$ cat config.mk
export PLATFORM = sky130hd
export DESIGN_NAME = multicycle_control
export DESIGN_NICKNAME = d
export VERILOG_FILES = /design/src/rtl/multicycle_control.sv
export SDC_FILE = /design/constraint.sdc
export NUM_CORES = 1
export LEC_CHECK = 0
export CAP_MARGIN = 10
export CORE_MARGIN = 1
export CORE_UTILIZATION = 44
export DETAILED_ROUTE_END_ITERATION = 8
export GPL_TIMING_DRIVEN = 0
export PLACE_DENSITY_LB_ADDON = 0.12
export RECOVER_POWER = 50
export SETUP_SLACK_MARGIN = 0.02
export SLEW_MARGIN = 20
export SYNTH_ARGS = -nofsm -noshare
export SYNTH_HDL_FRONTEND = slang
export SYNTH_SLANG_ARGS = --single-unit
$ cat constraint.sdc
create_clock -name clk -period 2.2 [get_ports clk]
set_clock_uncertainty 0.2 [all_clocks]
set_input_delay 0.44 -clock clk [delete_from_list [all_inputs] [get_ports clk]]
set_output_delay 0.44 -clock clk [all_outputs]
set_load 0.02 [all_outputs]
$ cat src/rtl/multicycle_control.sv
// Multi-cycle RV32I main control FSM.
// Sequences FETCH/DECODE/EXEC/MEM/WB for each instruction and drives the datapath
// strobes. Memory accesses complete either on a ready handshake or after a fixed
// latency. Long waits trap on timeout, stall freezes the FSM, and illegal opcodes
// trap. TRAP can only be left through reset.
module multicycle_control #(
  parameter int unsigned MEM_HANDSHAKE = 1,
  parameter int unsigned MEM_LAT       = 2,
  parameter int unsigned TIMEOUT       = 64,
  parameter int unsigned CNT_W         = 8
) (
  input  logic       clk,
  input  logic       reset,
  input  logic [6:0] opcode,
  input  logic       branch_taken,
  input  logic       mem_ready,
  input  logic       stall,
  output logic [2:0] state,
  output logic       mem_req,
  output logic       mem_read,
  output logic       mem_write,
  output logic       ir_write,
  output logic       pc_write,
  output logic [1:0] pc_sel,
  output logic [1:0] alu_src_a,
  output logic [1:0] alu_src_b,
  output logic [1:0] alu_op,
  output logic       reg_write,
  output logic [1:0] mem_to_reg,
  output logic       instr_retired,
  output logic       illegal_instr,
  output logic       mem_timeout
);

  typedef enum logic [2:0] {
    S_FETCH  = 3'd0,
    S_DECODE = 3'd1,
    S_EXEC   = 3'd2,
    S_MEM    = 3'd3,
    S_WB     = 3'd4,
    S_TRAP   = 3'd5
  } state_e;

  localparam logic [6:0] OP_R    = 7'b0110011;
  localparam logic [6:0] OP_I    = 7'b0010011;
  localparam logic [6:0] OP_LD   = 7'b0000011;
  localparam logic [6:0] OP_ST   = 7'b0100011;
  localparam logic [6:0] OP_BR   = 7'b1100011;
  localparam logic [6:0] OP_JAL  = 7'b1101111;
  localparam logic [6:0] OP_JALR = 7'b1100111;

  localparam logic [CNT_W-1:0] CNT_MAX  = '1;
  localparam logic [CNT_W-1:0] LAT_LAST = CNT_W'(MEM_LAT - 1);
  localparam logic [CNT_W-1:0] TO_LIM   = CNT_W'(TIMEOUT);

  state_e           state_q, state_d;
  logic [6:0]       op_q, op_d;
  logic [CNT_W-1:0] wait_cnt_q, wait_cnt_d;
  logic             illegal_q, illegal_d;
  logic             timeout_q, timeout_d;

  // Raw strobes before the stall and reset gating
  logic       r_mem_req, r_mem_read, r_mem_write, r_ir_write, r_pc_write;
  logic       r_reg_write, r_retired;
  logic [1:0] r_pc_sel, r_src_a, r_src_b, r_alu_op, r_mem_to_reg;

  // Opcode classes of the latched instruction
  logic is_r, is_i, is_ld, is_st, is_br, is_jal, is_jalr;
  logic op_legal, mem_done, timeout_hit;

  // Classify the latched opcode and evaluate the done and timeout conditions
  always_comb begin
    is_r    = (op_q == OP_R);
    is_i    = (op_q == OP_I);
    is_ld   = (op_q == OP_LD);
    is_st   = (op_q == OP_ST);
    is_br   = (op_q == OP_BR);
    is_jal  = (op_q == OP_JAL);
    is_jalr = (op_q == OP_JALR);
    op_legal = (opcode == OP_R)  || (opcode == OP_I)  || (opcode == OP_LD) ||
               (opcode == OP_ST) || (opcode == OP_BR) || (opcode == OP_JAL) ||
               (opcode == OP_JALR);
    // In fixed-latency mode, the wait counter alone determines when the access is done
    mem_done = (MEM_HANDSHAKE != 0) ? mem_ready : (wait_cnt_q == LAT_LAST);
    // Done takes priority when it coincides with the timeout
    timeout_hit = (TIMEOUT != 0) && (wait_cnt_q >= TO_LIM) && !mem_done;
  end

  // Next state, counters and raw strobes
  always_comb begin
    state_d      = state_q;
    op_d         = op_q;
    wait_cnt_d   = wait_cnt_q;
    illegal_d    = illegal_q;
    timeout_d    = timeout_q;
    r_mem_req    = 1'b0;
    r_mem_read   = 1'b0;
    r_mem_write  = 1'b0;
    r_ir_write   = 1'b0;
    r_pc_write   = 1'b0;
    r_reg_write  = 1'b0;
    r_retired    = 1'b0;
    r_pc_sel     = 2'b00;
    r_src_a      = 2'b00;
    r_src_b      = 2'b00;
    r_alu_op     = 2'b00;
    r_mem_to_reg = 2'b00;

    unique case (state_q)
      S_FETCH: begin
        r_mem_req  = 1'b1;
        r_mem_read = 1'b1;
        r_src_a    = 2'b01;
        r_src_b    = 2'b10;
        if (mem_done) begin
          r_ir_write = 1'b1;
          r_pc_write = 1'b1;
          state_d    = S_DECODE;
        end else if (timeout_hit) begin
          r_mem_req  = 1'b0;
          r_mem_read = 1'b0;
          timeout_d  = 1'b1;
          state_d    = S_TRAP;
        end else begin
          wait_cnt_d = (wait_cnt_q == CNT_MAX) ? CNT_MAX : wait_cnt_q + 1'b1;
        end
      end
      S_DECODE: begin
        op_d = opcode;
        if (op_legal) begin
          state_d = S_EXEC;
        end else begin
          illegal_d = 1'b1;
          state_d   = S_TRAP;
        end
      end
      S_EXEC: begin
        if (is_r) begin
          r_alu_op = 2'b10;
          state_d  = S_WB;
        end else if (is_i) begin
          r_alu_op = 2'b11;
          r_src_b  = 2'b01;
          state_d  = S_WB;
        end else if (is_ld || is_st) begin
          r_src_b = 2'b01;
          state_d = S_MEM;
        end else if (is_br) begin
          r_alu_op   = 2'b01;
          r_pc_write = branch_taken;
          r_pc_sel   = 2'b01;
          r_retired  = 1'b1;
          state_d    = S_FETCH;
        end else if (is_jal) begin
          r_pc_write = 1'b1;
          r_pc_sel   = 2'b01;
          state_d    = S_WB;
        end else if (is_jalr) begin
          r_pc_write = 1'b1;
          r_pc_sel   = 2'b10;
          state_d    = S_WB;
        end else begin
          // Unreachable because DECODE filters illegal opcodes; handled defensively
          state_d = S_TRAP;
        end
      end
      S_MEM: begin
        r_mem_req   = 1'b1;
        r_mem_read  = is_ld;
        r_mem_write = is_st;
        if (mem_done) begin
          if (is_ld) begin
            state_d = S_WB;
          end else begin
            r_retired = 1'b1;
            state_d   = S_FETCH;
          end
        end else if (timeout_hit) begin
          r_mem_req   = 1'b0;
          r_mem_read  = 1'b0;
          r_mem_write = 1'b0;
          timeout_d   = 1'b1;
          state_d     = S_TRAP;
        end else begin
          wait_cnt_d = (wait_cnt_q == CNT_MAX) ? CNT_MAX : wait_cnt_q + 1'b1;
        end
      end
      S_WB: begin
        r_reg_write  = 1'b1;
        r_retired    = 1'b1;
        r_mem_to_reg = is_ld ? 2'b01 : ((is_jal || is_jalr) ? 2'b10 : 2'b00);
        state_d      = S_FETCH;
      end
      S_TRAP: begin
        state_d = S_TRAP;
      end
      default: begin
        state_d = S_FETCH;
      end
    endcase

    // Each state starts with a fresh wait count
    if (state_d != state_q) wait_cnt_d = '0;

    // A stall freezes all FSM state. Strobes are suppressed so that no side effect repeats
    if (stall) begin
      state_d     = state_q;
      op_d        = op_q;
      wait_cnt_d  = wait_cnt_q;
      illegal_d   = illegal_q;
      timeout_d   = timeout_q;
      r_mem_req   = 1'b0;
      r_mem_read  = 1'b0;
      r_mem_write = 1'b0;
      r_ir_write  = 1'b0;
      r_pc_write  = 1'b0;
      r_reg_write = 1'b0;
      r_retired   = 1'b0;
    end
  end

  // Drive the outputs. While reset is asserted, every output is held at zero
  always_comb begin
    state         = 3'd0;
    mem_req       = 1'b0;
    mem_read      = 1'b0;
    mem_write     = 1'b0;
    ir_write      = 1'b0;
    pc_write      = 1'b0;
    pc_sel        = 2'b00;
    alu_src_a     = 2'b00;
    alu_src_b     = 2'b00;
    alu_op        = 2'b00;
    reg_write     = 1'b0;
    mem_to_reg    = 2'b00;
    instr_retired = 1'b0;
    illegal_instr = 1'b0;
    mem_timeout   = 1'b0;
    if (!reset) begin
      state         = state_q;
      mem_req       = r_mem_req;
      mem_read      = r_mem_read;
      mem_write     = r_mem_write;
      ir_write      = r_ir_write;
      pc_write      = r_pc_write;
      pc_sel        = r_pc_sel;
      alu_src_a     = r_src_a;
      alu_src_b     = r_src_b;
      alu_op        = r_alu_op;
      reg_write     = r_reg_write;
      mem_to_reg    = r_mem_to_reg;
      instr_retired = r_retired;
      illegal_instr = illegal_q;
      mem_timeout   = timeout_q;
    end
  end

  // State register, latched opcode, wait counter and sticky flags
  always_ff @(posedge clk) begin
    if (reset) begin
      state_q    <= S_FETCH;
      op_q       <= '0;
      wait_cnt_q <= '0;
      illegal_q  <= 1'b0;
      timeout_q  <= 1'b0;
    end else begin
      state_q    <= state_d;
      op_q       <= op_d;
      wait_cnt_q <= wait_cnt_d;
      illegal_q  <= illegal_d;
      timeout_q  <= timeout_d;
    end
  end

endmodule

Word level (Yosys, flattened, before mapping)
Index checks and enable logic that the tools add are counted.
{ "classes": {"addsub": 1, "n_lt_le_gt_ge": 1, "eq_ne": 23, "n_mux": 85, "n_bitwise": 3, "n_reduce_logical": 17} }
{ "op_table": {"columns": ["cell", "count"], "rows": [
  ["2-to-1 mux 1 bit", 47],
  ["== test 7 bit, second input constant", 6],
  ["2-to-1 mux 8 bit", 5],
  ["2-to-1 mux 2 bit", 18],
  ["2-to-1 mux 3 bit", 10],
  ["== test 7 x 6 -> 1 bit, second input constant", 4],
  ["case mux 3 bit (5 select lines)", 1],
  ["== test 7 x 2 -> 1 bit, second input constant", 2],
  ["== test 7 x 5 -> 1 bit, second input constant", 2],
  ["adder 8 x 1 -> 8 bit, second input constant", 1],
  ["== test 8 bit, second input constant", 1],
  ["greater-or-equal comparator 8 x 7 -> 1 bit, second input constant", 1],
  ["logical OR 1 bit", 8],
  ["AND reduction 4 bit", 2],
  ["== test 3 x 2 -> 1 bit, second input constant", 2],
  ["== test 3 bit, second input constant", 2],
  ["!= test 2 x 1 -> 1 bit, second input constant", 2],
  ["case mux 1 bit (2 select lines)", 2],
  ["case mux 2 bit (2 select lines)", 1],
  ["== test 3 x 1 -> 1 bit, second input constant", 1],
  ["logical NOT 3 bit", 1],
  ["!= test 3 bit", 1],
  ["NOT 1 bit", 3],
  ["case mux 1 bit (3 select lines)", 1],
  ["6 further kinds", 6]
]} }
{ "totals": {"ff_bits": 20, "in_bits": 12, "out_inout_bits": 22, "elab_cells": 135} }

Depth between registers and ports, before layout
Gate-level depths: netlist (run 1).
{ "depth": {"ltp_word": 12, "mapped_depth": 7, "ltp_nobuf": 6} }

Least setup slack after synthesis (run 1)
OpenSTA, ideal clock, no wires.
{ "synth_path": {"path_type": "reg2out", "startpoint": "reg state_q[1]", "endpoint": "out alu_src_b[0]", "t_arrival_ps": 1981, "required_time_ps": 1560, "slack_ps": -421, "path_stages_with_launch": 3, "path_buffers": 0, "cell_sequence": "dfxtp_1 > or3b_2 > a2111oi_0"} }
{ "synth_via": {"elab_chain_len": 3, "word_cells_on_any_way": 4, "cone_classes": "1 x eq/ne; 2 x mux; 1 x reduce/logical"} }
{ "synth_lines": {"columns": ["element", "line_no", "text"], "rows": [
  ["from (decl)", "56", "state_e state_q, state_d;"],
  ["from (signal assigned)", "267", "state_q <= state_d;"],
  ["== test 3 x 2 -> 1 bit / logical NOT 3 bit (equally long branches)", "109", "unique case (state_q)"],
  ["case mux 2 bit (2 select lines) (*)", "109", null],
  ["2-to-1 mux 2 bit (*)", "239", "if (!reset) begin"],
  ["to (decl)", "26", "output logic [1:0] alu_src_b,"]
]} }
Every way passes the cells marked *; elsewhere a longest branch is shown, timed or not.

Worst setup path after layout (run 1)
{ "layout_path": {"startpoint": "reg op_q[4]", "endpoint": "out instr_retired"} }
{ "layout_via": {"elab_chain_len": 8, "word_cells_on_any_way": 15, "cone_classes": "5 x eq/ne; 9 x mux; 1 x reduce/logical"} }
{ "layout_lines": {"columns": ["element", "line_no", "text"], "rows": [
  ["from (decl)", "57", "logic [6:0] op_q, op_d;"],
  ["from (signal assigned)", "268", "op_q <= op_d;"],
  ["== test 7 bit (tied with other cells)", "77", "is_br = (op_q == OP_BR);"],
  ["2-to-1 mux 1 bit / logical OR 1 bit (equally long branches)", "148, 145", null],
  ["2-to-1 mux 1 bit", "145", "end else if (is_ld || is_st) begin"],
  ["2-to-1 mux 1 bit", "141", "end else if (is_i) begin"],
  ["2-to-1 mux 1 bit", "138", "if (is_r) begin"],
  ["case mux 1 bit (3 select lines) (*)", "109", null],
  ["2-to-1 mux 1 bit (*)", "206", "if (stall) begin"],
  ["2-to-1 mux 1 bit (*)", "239", null],
  ["to (decl)", "30", "output logic instr_retired,"]
]} }
Marks and branches as above.

==> results.toml, run 1 <==
[clocking]
clk_pin_slew_worst_paths_ns = 0.11
cts_buffers = 3
insertion_delay_ns = 0.33
cts_root_buf = "clkbuf_4"
hold_buffers = 0
cts.sinks = 20
cts.path.max_buffers = 2
cts_tree = "done"
cts-htree-levels = 1

[synthesis]
yosys.cell_types.count = 51
synth_area_leaders = "dfxtp_1, nand2_1, nor2_1"
ys_seq_area_share_pct = 27.5
synthMuxAreaShare_pct = 1.46
yosys.area.top_type = "dfxtp_1"
synthSimpleGateAreaFrac_pct = 38.5
synth_compound_area_share_pct = 20.8
async_reset_ff_share_pct = 0
post_synth_instance_area_um2 = 1450
synthFlopType = "dfxtp_1"
synth_top_area_share_pct = 27.5
avgSynthCellArea_um2 = 7.31
synth_xor_area_share_pct = 1.20
synth-edff-count = 0
synth_warnings = 0
synth_nets = 212
synth-adder-area-share_pct = 0.861
synth_seq_cells = 20
synth_top_family_by_area = "simple AND/OR/NAND/NOR gates"
postSynthCellCount = 199

[critical_path]
critPathBufInv = 2
worstPathArrival_ns = 1.72
crit_path_cell_trace = "and3b_1, buf_6, nand4_1, a21boi_1, o211ai_1, a21oi_1, buf_4"
worstPathRequired_ns = 1.56
start_kind = "flop"
slowest_delay_ns = 0.36
slowest_stage = "dfxtp_4"
path_class = "reg2out"
cp_max_fo = 5
endpoint_kind = "primary output"
crit_family = "compound AO/OA/AOI/OAI gates"

[detailed_routing]
vias = 1747
ant_nets = 0
via_per_inst = 5.84
drt_iter0_drc = 109
wirelength_um = 4910
drc = 0
detail_route.first_pass.iterations = 4
post_drt_wl_per_cell_um = 16.4

[sta]
setup_viol = 16
worst_pin_slew_ns = 0.733
fin_crit_sh_pct = 107
fin_ws_ns = -0.164
relSlewSlack_pct = 50.8
fmax_mhz = 423
drv_slew = 0
hold_viol_final = 0
min_period_ns = 2.36
rsz0062_at_grt = "yes"

[power]
total_power_uw = 843
power.switching_uw = 270
p_leak_uw = 0.000844
p_int_uw = 573
power_density_nw_per_um2 = 385
p_comb_share_pct = 27.4
vdd_drop_max_uv = 385
switching_share_pct = 32.0
seqPwrFrac_pct = 45.5
clkPwrFrac_pct = 27.1

[cells_and_area]
final_cells = 299
n_fill_cell = 275
diodes = 0
syn_to_final_growth_pct = 50.3
drive_gt1_share_pct = 37.6
final_nets = 269

[status]
failed_checks = "setup timing"
status = "finished with violations"

[die]
initial_utilization_pct = 46.9
rows = 20
core_area_um2 = 3100
dieArea_um2 = 3540
die-width_um = 59.5
dieHeight_um = 59.5
ios = 34

[global_route]
grt_pass1_vias = 1546
antenna_found_initial = 0
grtUsageTotal_pct = 28.1
grt_max_degree = 12
overflow = 0
grt_pass1_wl_um = 7420

[placed_design]
place_inst = 274
place_hpwl_um = 2980
gp_congestion = 0.914
numPortBuffers = 31

[flow_run]
cap_violations = 0

[hold_path]
hold_path.class = "reg2reg"
==> timing repair <==
action | CTS | global route
gates cloned | 0 | 1
pin swaps | 9 | 11
gates resized for setup | 109 | 31
buffers inserted | 15 | 6
setup endpoints to repair | 30 | 25
==> final cells by class <==
class                      count  area [um2]  area share (%)
sequential                    20         419            19.2
buffer                        12         126            5.78
multi-input combinational    161        1070            48.9
clock buffer                   4        36.3            1.66
inverter                       5        22.5            1.03
timing repair buffer          53         457            20.9
tap                           44        55.1            2.52
==> stage by stage <==
stage | util (%) | hold WS [ns] | instance area (um2) | setup TNS, ns | setup WS, ns
final | 70.4 | 0.293 | 2190 | -0.838 | -0.164
after global placement | 59.2 | 0.256 | 1840 | -11.93 | -0.958
after global routing | 70.4 | 0.316 | 2190 | -2.04 | -0.250
after CTS | 66.7 | 0.278 | 2070 | -0.410 | -0.0886
after detailed placement | 59.2 | 0.262 | 1840 | -13.26 | -0.978
after floorplan | - | 0.232 | 1470 | -0.0288 | -0.0144
==> path summary, 6_finish.rpt <==
path	slack (ns)	endpoint	startpoint	cells after the start
hold / removal	0.29	illegal_q	illegal_q	2
setup / recovery	-0.16	instr_retired	op_q[4]	7
setup reg to reg	0.10	state_q[0]	state_q[1]	5
hold reg to reg	0.29	illegal_q	illegal_q	2
==> worst min-delay path: cells and delay by family, from the launching register on <==
family	cells	cell delay (ns)
flops	1	0.34
simple gates	2	0.13
==> synthesized netlist by cell type (all sizes together), types with 3 or more instances <==
master   n
nor3     7
nand2   36
a31oi    3
inv      5
nand3    4
buf      3
dfxtp   20
o21ai    8
nor2    26
nand2b   5
a21oi   16
nand4    4
and3     3
nor2b    5
a32oi    4
clkbuf  10
nor4     4
==> power groups by stage <==
stage	Sequential, uW	Clock (uW)	Combinational (uW)
floorplan	390	0	121
global placement	393	0	185
detailed placement	393	0	188
CTS	382	224	213
global route	385	242	248
finish	383	229	231
==> flip-flops by register name, indices dropped and copies added, names as in the netlist <==
register / count
illegal_q: 1
op_q: 7
state_q: 3
timeout_q: 1
wait_cnt_q: 8
==> logic make-up after synthesis <==
kind of cell | after synthesis
and+or+nand+nor | 109
other | 1
xor gates and xnor gates | 2
muxes | 2
buffers and inverters | 18
adders and majority gates | 1
DFF | 20
AOI/OAI and AO/OA | 46
==> metal layers <==
metal | wire, um | global-route usage (%) | part of all wire (%) | up-vias
li1 | - | - | - | 825
met5 | 0 | 0 | 0 | -
met3 | 361 | 2.84 | 7.3 | 14
met1 | 2030 | 38.9 | 41 | 828
met4 | 157 | 10.2 | 3.2 | 0
met2 | 2360 | 45.1 | 48 | 80
==> cells in the final DEF (no fill, tap or decap), types with 3 or more instances in the layout <==
cell             count
dfxtp_2              3
a21oi_1             15
nor3_1               5
clkdlybuf4s50_1      8
buf_2                4
buf_4               26
o21ai_0              6
nor2_4               5
buf_6                7
nor2_1              20
clkbuf_1             4
dfxtp_1             13
clkbuf_4             3
nor4_1               3
a32oi_1              4
nor2b_1              4
dfxtp_4              4
clkbuf_8             5
inv_1                3
nand2b_1             4
nand2_1             33
nand4_1              4
nand2_2              3
dlygate4sd2_1        5
No activity file was read; power rests on OpenSTA's default activity.
==> inputs of run 2 (changes only) <==
CAP_MARGIN = not set   (was 10)
==> results of run 2 <==
No change in the layout: final DEF, timing and power equal those of run 1.
==> inputs of run 3 (changes only) <==
CORE_UTILIZATION = 50   (was 44)
==> results.toml, run 3 (same netlist as run 1, synthesis figures left out) <==
[status]
status = "finished with violations"
failed_checks = "setup timing"

[global_route]
grt_pass1_wl_um = 6840
grtUsageMet2_pct = 48.9
grtUsageTotal_pct = 27.0
overflow = 0
antenna_found_initial = 0
grt_use_met3_pct = 2.79
grt-busiest-layer = "met2"
met1_usage_pct = 32.1
grt_pass1_vias = 1546
grt_max_degree = 11

[critical_path]
cp_max_fo = 8
path_class = "reg2out"
r2r_setup_slack_ns = 0.05
worstPathRequired_ns = 1.56
crit_path_cell_trace = "nor2_2, nand4_1, a21boi_1, o211ai_1, a21oi_1, buf_4"
worstReg2RegStart = "state_q[1]"
endpoint_kind = "primary output"
worstPathArrival_ns = 1.67
start_kind = "flop"
slowest_delay_ns = 0.43
slowest_stage = "dfxtp_1"
critPathBufInv = 1
crit_family = "flip-flops"
r2r_cells = 5
reg2reg_to = "state_q[0]"

[sta]
worst_pin_slew_ns = 0.687
holdWs_ns = 0.280
relSlewSlack_pct = 53.9
min_period_ns = 2.31
hold_viol_final = 0
setup_viol = 8
fin_ws_ns = -0.110
fmax_mhz = 433
rsz0062_at_grt = "yes"
fin_crit_sh_pct = 105
drv_slew = 0

[hold_path]
hold_end = "illegal_q"
hp-start = "illegal_q"
hold_path.class = "reg2reg"
hold_path_depth = 2

[detailed_routing]
ant_nets = 0
vias = 1721
drt_iter0_drc = 159
wirelength_um = 4610
drc = 0
post_drt_wl_per_cell_um = 16.6
via_per_inst = 6.19
detail_route.first_pass.iterations = 5

[cells_and_area]
final_cells = 278
n_fill_cell = 212
layout_common_cells = "nand2_1, nor2_1, buf_4, a21oi_1, dfxtp_1"
largest_register_ffs = 8
final_common_cell = "nand2_1"
reg.largest.list = "wait_cnt_q (8), op_q (7), state_q (3)"
diodes = 0
syn_to_final_growth_pct = 39.1
final_nets = 262
drive_gt1_share_pct = 30.4
regMostFlops = "wait_cnt_q"

[die]
dieHeight_um = 55.9
initial_utilization_pct = 52.7
die-width_um = 55.9
core_area_um2 = 2760
rows = 19
dieArea_um2 = 3130
ios = 34

[clocking]
cts_buffers = 3
cts_tree = "done"
cts-htree-levels = 1
cts.sinks = 20
clk_pin_slew_worst_paths_ns = 0.10
hold_buffers = 0
cts.path.max_buffers = 2
insertion_delay_ns = 0.29
cts_root_buf = "clkbuf_4"

[placed_design]
gp_congestion = 0.937
place_inst = 261
place_hpwl_um = 2890
numPortBuffers = 31

[flow_run]
cap_violations = 0

[power]
vdd_drop_max_uv = 328
power_density_nw_per_um2 = 376
p_leak_uw = 0.000803
[run 3: layout make-up]
cell class	instances	area, um2	share of cell area, %
multi-input combinational	161	1010	50.2
sequential	20	419	20.7
timing repair buffer	46	380	18.8
buffer	12	124	6.13
tap	31	38.8	1.92
clock buffer	3	22.5	1.11
inverter	5	22.5	1.11
[run 3: metal layers]
metal  part of all wire [%]  wire [um]  vias up
li1                       -          -      812
met1                     41       1890      811
met2                     49       2280       85
met3                    7.6        352       13
met4                    2.0         93        0
met5                      0          0        -
[run 3: report_power, final]
| group | switching, uW | total (uW) | internal [uW] |
|---|---|---|---|
| combinational | 121 | 211 | 89.2 |
| sequential | 12.0 | 382 | 370 |
| clock | 104 | 168 | 63.6 |
| total | 238 | 761 | 523 |
[run 3: worst register-to-register path: cells and delay by family, from the launching register on]
kind	cells	cell delay (ns)
buffers and inverters	1	0.15
DFF	1	0.39
AOI/OAI and AO/OA	1	0.19
and+or+nand+nor	3	1.15
[run 3: what timing repair did]
action	CTS	global route
setup buffers	10	5
pin swaps	13	16
resized for setup	100	16
setup endpoints to repair	30	20
[run 3: worst max-delay path by stage]
stage	from	end	depth (start not counted)
final	op_q[3]	instr_retired	6
after floorplan	reset	mem_read	6
after CTS	op_q[4]	pc_write	6
after detailed placement	stall	mem_write	7
after global placement	stall	mem_write	7
after global routing	op_q[3]	instr_retired	6
[run 3: metrics by stage]
step	utilization [%]	TNS, ns	power (uW)	worst slack [ns]	cell area, um2
2_1_floorplan	-	-0.0288	511	-0.0144	1470
6_report	73.3	-0.495	761	-0.110	2020
5_1_grt	73.3	-1.26	794	-0.188	2020
3_5_place_dp	66.1	-12.25	581	-0.987	1820
3_3_place_gp	66.1	-11.47	576	-0.928	1820
4_1_cts	70.3	-0.259	749	-0.103	1940
==> RTL change 1 (config.mk and constraints of run 1) <==
Register the output `mem_timeout`, without a reset; this adds one clock of latency there. The other outputs are not delayed to match.
--- a/src/rtl/multicycle_control.sv
+++ b/src/rtl/multicycle_control.sv
@@ -55,2 +55,4 @@
 
+  logic mem_timeout_d;
+
   state_e           state_q, state_d;
@@ -237,3 +239,3 @@
     illegal_instr = 1'b0;
-    mem_timeout   = 1'b0;
+    mem_timeout_d = 1'b0;
     if (!reset) begin
@@ -253,3 +255,3 @@
       illegal_instr = illegal_q;
-      mem_timeout   = timeout_q;
+      mem_timeout_d = timeout_q;
     end
@@ -274,2 +276,6 @@
 
+  always_ff @(posedge clk) begin
+    mem_timeout <= mem_timeout_d;
+  end
+
 endmodule
Behaviour: same outputs for any inputs over 10 cycles, from zero or initial values and one cycle with reset high; that may be too few to reach the edited logic, so the function may still have changed.
==> RTL change 1 against run 1 <==
  * The flow still finishes with violations (negative setup slack)
  * Highest routed layer unchanged
  * Non-clock buffer count is 4 higher
  * Sequential cell count is 1 higher
  * Utilization is 4.3 points higher
  * Design area is 3.5% higher
  * Combinational power is 26% higher
  * Routed wire length is 7.0% lower
  * Synthesized area is 4.1% lower
  * First-iteration DRC count is 39% lower
  * Maximum frequency is 12% lower
  * Worst setup slack worse by 0.33 ns
  * Critical path depth is 1 lower
  * Sequential share of layout area is 0.18 points higher
  * Critical path type unchanged
  * Total power is 4.1% higher
  * Largest power group unchanged
==> RTL change 1: results (changes against run 1) <==
stage,metric,value,unit,change
synthesis,syn_nets,190,,-10%
timing,setup_viol,22,,+6
synthesis,yosys-top-cells-area,"dfxtp_1 (30%), nor2_1 (7.0%), mux2i_1 (5.7%), nor3_1 (3.9%), nand2_1 (3.8%)",,
outcome,status,"complete, but fails checks",,
synthesis,yosysSeqAreaShare,30.2,%,+2.6 points
detailed_routing,vias_per_cell,5.73,,-2.0%
global_route,grt_pass1_vias,1486,,-3.9%
placement,gp_congestion,0.881,,-3.7%
timing,layout_setup_ws,-0.491,ns,-0.327 ns
placement,hpwl,2740,µm,-8.2%
setup_path,crit_arrival,2.05,ns,+0.33 ns
synthesis,synth_cell_type_count,49,,-3.9%
detailed_routing,drt_iter0_drc,66,,-39%
outcome,violations,negative setup slack,,
placement,placed_area,0.00183,mm²,-0.48%
finish,nNetsFinal,251,,-6.7%
timing,tightestPinTransition,0.674,ns,-0.0588 ns
synthesis,synth_common_cells,"nor2_1 (26), dfxtp_1 (21), nand2_1 (14)",,
power_and_ir_drop,leakage,0.868,nW,+2.8%
setup_path,cp_slowest_stage_delay,0.43,ns,+0.07 ns
placement,dp_slack,-0.919,ns,+0.0593 ns
cts,clock_latency,0.30,ns,-0.03 ns
global_route,grt.total_usage,26.2,%,-1.9 points
setup_path,crit_family,simple AND/OR/NAND/NOR gates,,
finish,fill_cells,225,,-18%
## RTL change 1: cell count changes in the layout (fill, tap and decap cells not counted), sizes merged, moves of 4 or more
cell	change
nand2	-22
a21oi	-12
mux2i	+7
buf	+6
nor3	+6
a21o	+5
o21ai	-5
a2111oi	+4
clkbuf	-4
nand4	-4
## RTL change 1: timing repair
action,CTS,global route
pin swaps,18,14
cloned,1,0
setup buffers,16,12
setup endpoints to repair,27,23
resized for setup,127,29
## RTL change 1: worst paths after layout
kind,startpoint,end,slack [ns],depth (start not counted)
hold reg to reg,timeout_q$_SDFFE_PP0P_,mem_timeout$_SDFF_PP0_,0.30,1
setup reg to reg,op_q[3]$_SDFFE_PP0P_,wait_cnt_q[2]$_SDFFE_PP0P_,-0.31,9
setup / recovery,op_q[3]$_SDFFE_PP0P_,mem_read,-0.49,6
hold / removal,timeout_q$_SDFFE_PP0P_,mem_timeout$_SDFF_PP0_,0.30,1
## RTL change 1: layer usage
layer  part of all wire (%)  up-vias  GRT usage [%]
met5                      0        -              0
met1                     39      777           31.6
li1                       -      771              -
met3                    4.0       10           2.90
met2                     54       51           45.2
met4                    2.3        0           15.0
## RTL change 1: per-stage QoR
step | cells | util [%] | setup TNS (ns)
6_report | 281 | 74.7 | -5.39
5_1_grt | 281 | 74.7 | -7.11
4_1_cts | 270 | 68.8 | -4.37
3_3_place_gp | 252 | 60.4 | -18.21
3_5_place_dp | 252 | 60.4 | -19.11
2_1_floorplan | 177 | - | -0.0563
## RTL change 1: cell type report
type	instances	area share (%)
clock buffer	4	1.16
tap	44	2.43
buffer	10	3.82
sequential	21	19.4
multi-input combinational	142	51.9
inverter	1	0.166
timing repair buffer	59	21.1
## RTL change 1: logic make-up after synthesis
| family | share of synthesized area, % |
|---|---|
| other | 0.269 |
| adders and majority gates | 0.898 |
| and+or+nand+nor | 31.6 |
| buffers and inverters | 4.22 |
| muxes | 5.75 |
| AOI/OAI and AO/OA | 27.1 |
| DFF | 30.2 |
## RTL change 1: where the power goes
part / total [mW] / switching [mW] / internal, mW
Combinational: 0.291 / 0.161 / 0.129
Sequential: 0.403 / 0.0128 / 0.391
Clock: 0.183 / 0.112 / 0.0707
Total: 0.877 / 0.286 / 0.591
## RTL change 1: worst register-to-register path, stage by stage (launching register included)
cell and delay, ns:
dfxtp_4 0.36, nand4bb_1 0.21, buf_6 0.15, buf_4 0.13, buf_6 0.11, o31a_1 0.27, a311o_1 0.32, o31a_4 0.36
a2111oi_2 0.22, a221o_1 0.15
==> RTL change 2 (settings of run 1) <==
Made on the original files. Set the parameter `CNT_W` to 6 (it was 8).
--- a/src/rtl/multicycle_control.sv
+++ b/src/rtl/multicycle_control.sv
@@ -9,3 +9,3 @@
   parameter int unsigned TIMEOUT       = 64,
-  parameter int unsigned CNT_W         = 8
+  parameter int unsigned CNT_W         = 6
 ) (
Behaviour: not the same (Yosys sat finds a counterexample within 4 cycles, from zero or initial values and one cycle with reset high).
==> RTL change 2 against run 1 <==
  * The run still ends with negative setup slack left
  * Non-clock buffer count is 2 lower
  * Largest cell class unchanged
  * Count of clock-buffer cells in the layout stayed put
  * Sequential cell count is 8 lower
  * Worst setup slack better by 0.050 ns
  * Synthesized area is 34% lower
  * Total power is 3.9% lower
  * Routed wire length is 19% lower
  * Design area is 21% lower
==> RTL change 2: results (changes against run 1) <==
stage,metric,value,unit,change
cts,post_cts_buffers,7,,-8
synthesis,yosys-top-cells-area,"dfxtp_1 (25%), mux2i_1 (8.3%), nor3_1 (6.3%), nor2_1 (6.3%), nor2b_1 (5.2%)",,
timing,relSlewSlack,52.5,%,+1.7 points
finish,drive_above_1_share,54.1,%,+16 points
power_and_ir_drop,leakage,0.734,nW,-13%
finish,fill_cells,108,,-61%
placement,dpl.cell_count,181,,-34%
timing,tns,-0.357,ns,+0.481 ns
synthesis,netlist_instances,122,,-39%
cts,max-clock-path-buffers,2,,unchanged
synthesis,synth_cell_type_count,47,,-7.8%
global_route,grt.total_usage,24.6,%,-3.6 points
placement,gp_congestion,0.866,,-5.3%
finish,stdcell_area,0.00173,mm²,-21%
global_route,grt_use_met2,41.2,%,-3.9 points
cts,clock_latency,0.28,ns,-0.05 ns
synthesis,synth_common_cells,"nor2_1 (16), dfxtp_1 (12), nor3_1 (12)",,
setup_path,crit_arrival,1.67,ns,-0.05 ns
detailed_routing,wl_met2,1910,µm,-19%
placement,placed_area,0.00133,mm²,-28%
timing,setup_viol,4,,-12
placement,dp_slack,-0.835,ns,+0.144 ns
outcome,status,"complete, but fails checks",,
setup_path,cp_slowest_stage_delay,0.43,ns,+0.07 ns
detailed_routing,vias_per_cell,6.12,,+4.7%
global_route,grt_max_degree,11,,-1
detailed_routing,route.met3.wl,325,µm,-10%
min_path,hold_start,op_q[0]$_SDFFE_PP0P_,,
detailed_routing,routedWlPerCell,19.0,µm,+16%
global_route,grt_first_pass_wirelength,4510,µm,-39%
setup_path,critPathMaxFanout,7,,+2
detailed_routing,drt_iter0_drc,39,,-64%
setup_path,crit_family,simple AND/OR/NAND/NOR gates,,
global_route,grt_use_met3,4.72,%,+1.9 points
cts,cts-resized-gates,108,,-0.92%
detailed_routing,wl_met1,1520,µm,-25%
cts,clk_pin_slew_worst_paths,0.08,ns,-0.03 ns
finish,final_cells,208,,-30%
synthesis,syn_nets,134,,-37%
timing,layout_setup_ws,-0.114,ns,+0.0500 ns
setup_path,crit_start,op_q[5]$_SDFFE_PP0P_,,
finish,nNetsFinal,194,,-28%
setup_path,crit_slowest_cell,or3_4,,
outcome,violations,negative setup slack,,
power_and_ir_drop,vdd_drop_max,0.000449,V,+17%
global_route,use_met1,30.7,%,-8.2 points
global_route,grt_pass1_vias,1005,,-35%
placement,hpwl,1920,µm,-36%
-- RTL change 2: final cells by class --
type	count	share of cell area [%]
buffer	7	4.19
clock buffer	4	2.09
inverter	5	1.08
multi-input combinational	97	46.7
sequential	12	15.2
tap	27	1.95
timing repair buffer	56	28.8
-- RTL change 2: final timing paths --
kind                              to  slack, ns
max                    instr_retired      -0.11
min reg2reg     op_q[0]$_SDFFE_PP0P_       0.35
max reg2reg  state_q[0]$_SDFFE_PP0N_       0.25
min             op_q[0]$_SDFFE_PP0P_       0.35
-- RTL change 2: cell families after synthesis --
logic type	Yosys count	synth area share (%)
XOR/XNOR	1	0.913
multiplexers	8	8.34
flip-flops	12	25.0
AO/OA/AOI/OAI	22	17.7
AND/OR/NAND/NOR	65	39.9
buffers and inverters	13	7.69
other	1	0.391
-- RTL change 2: power by group --
group          switching [mW]  internal [mW]
registers              0.0354          0.240
logic                   0.170          0.181
clock network          0.0832          0.101
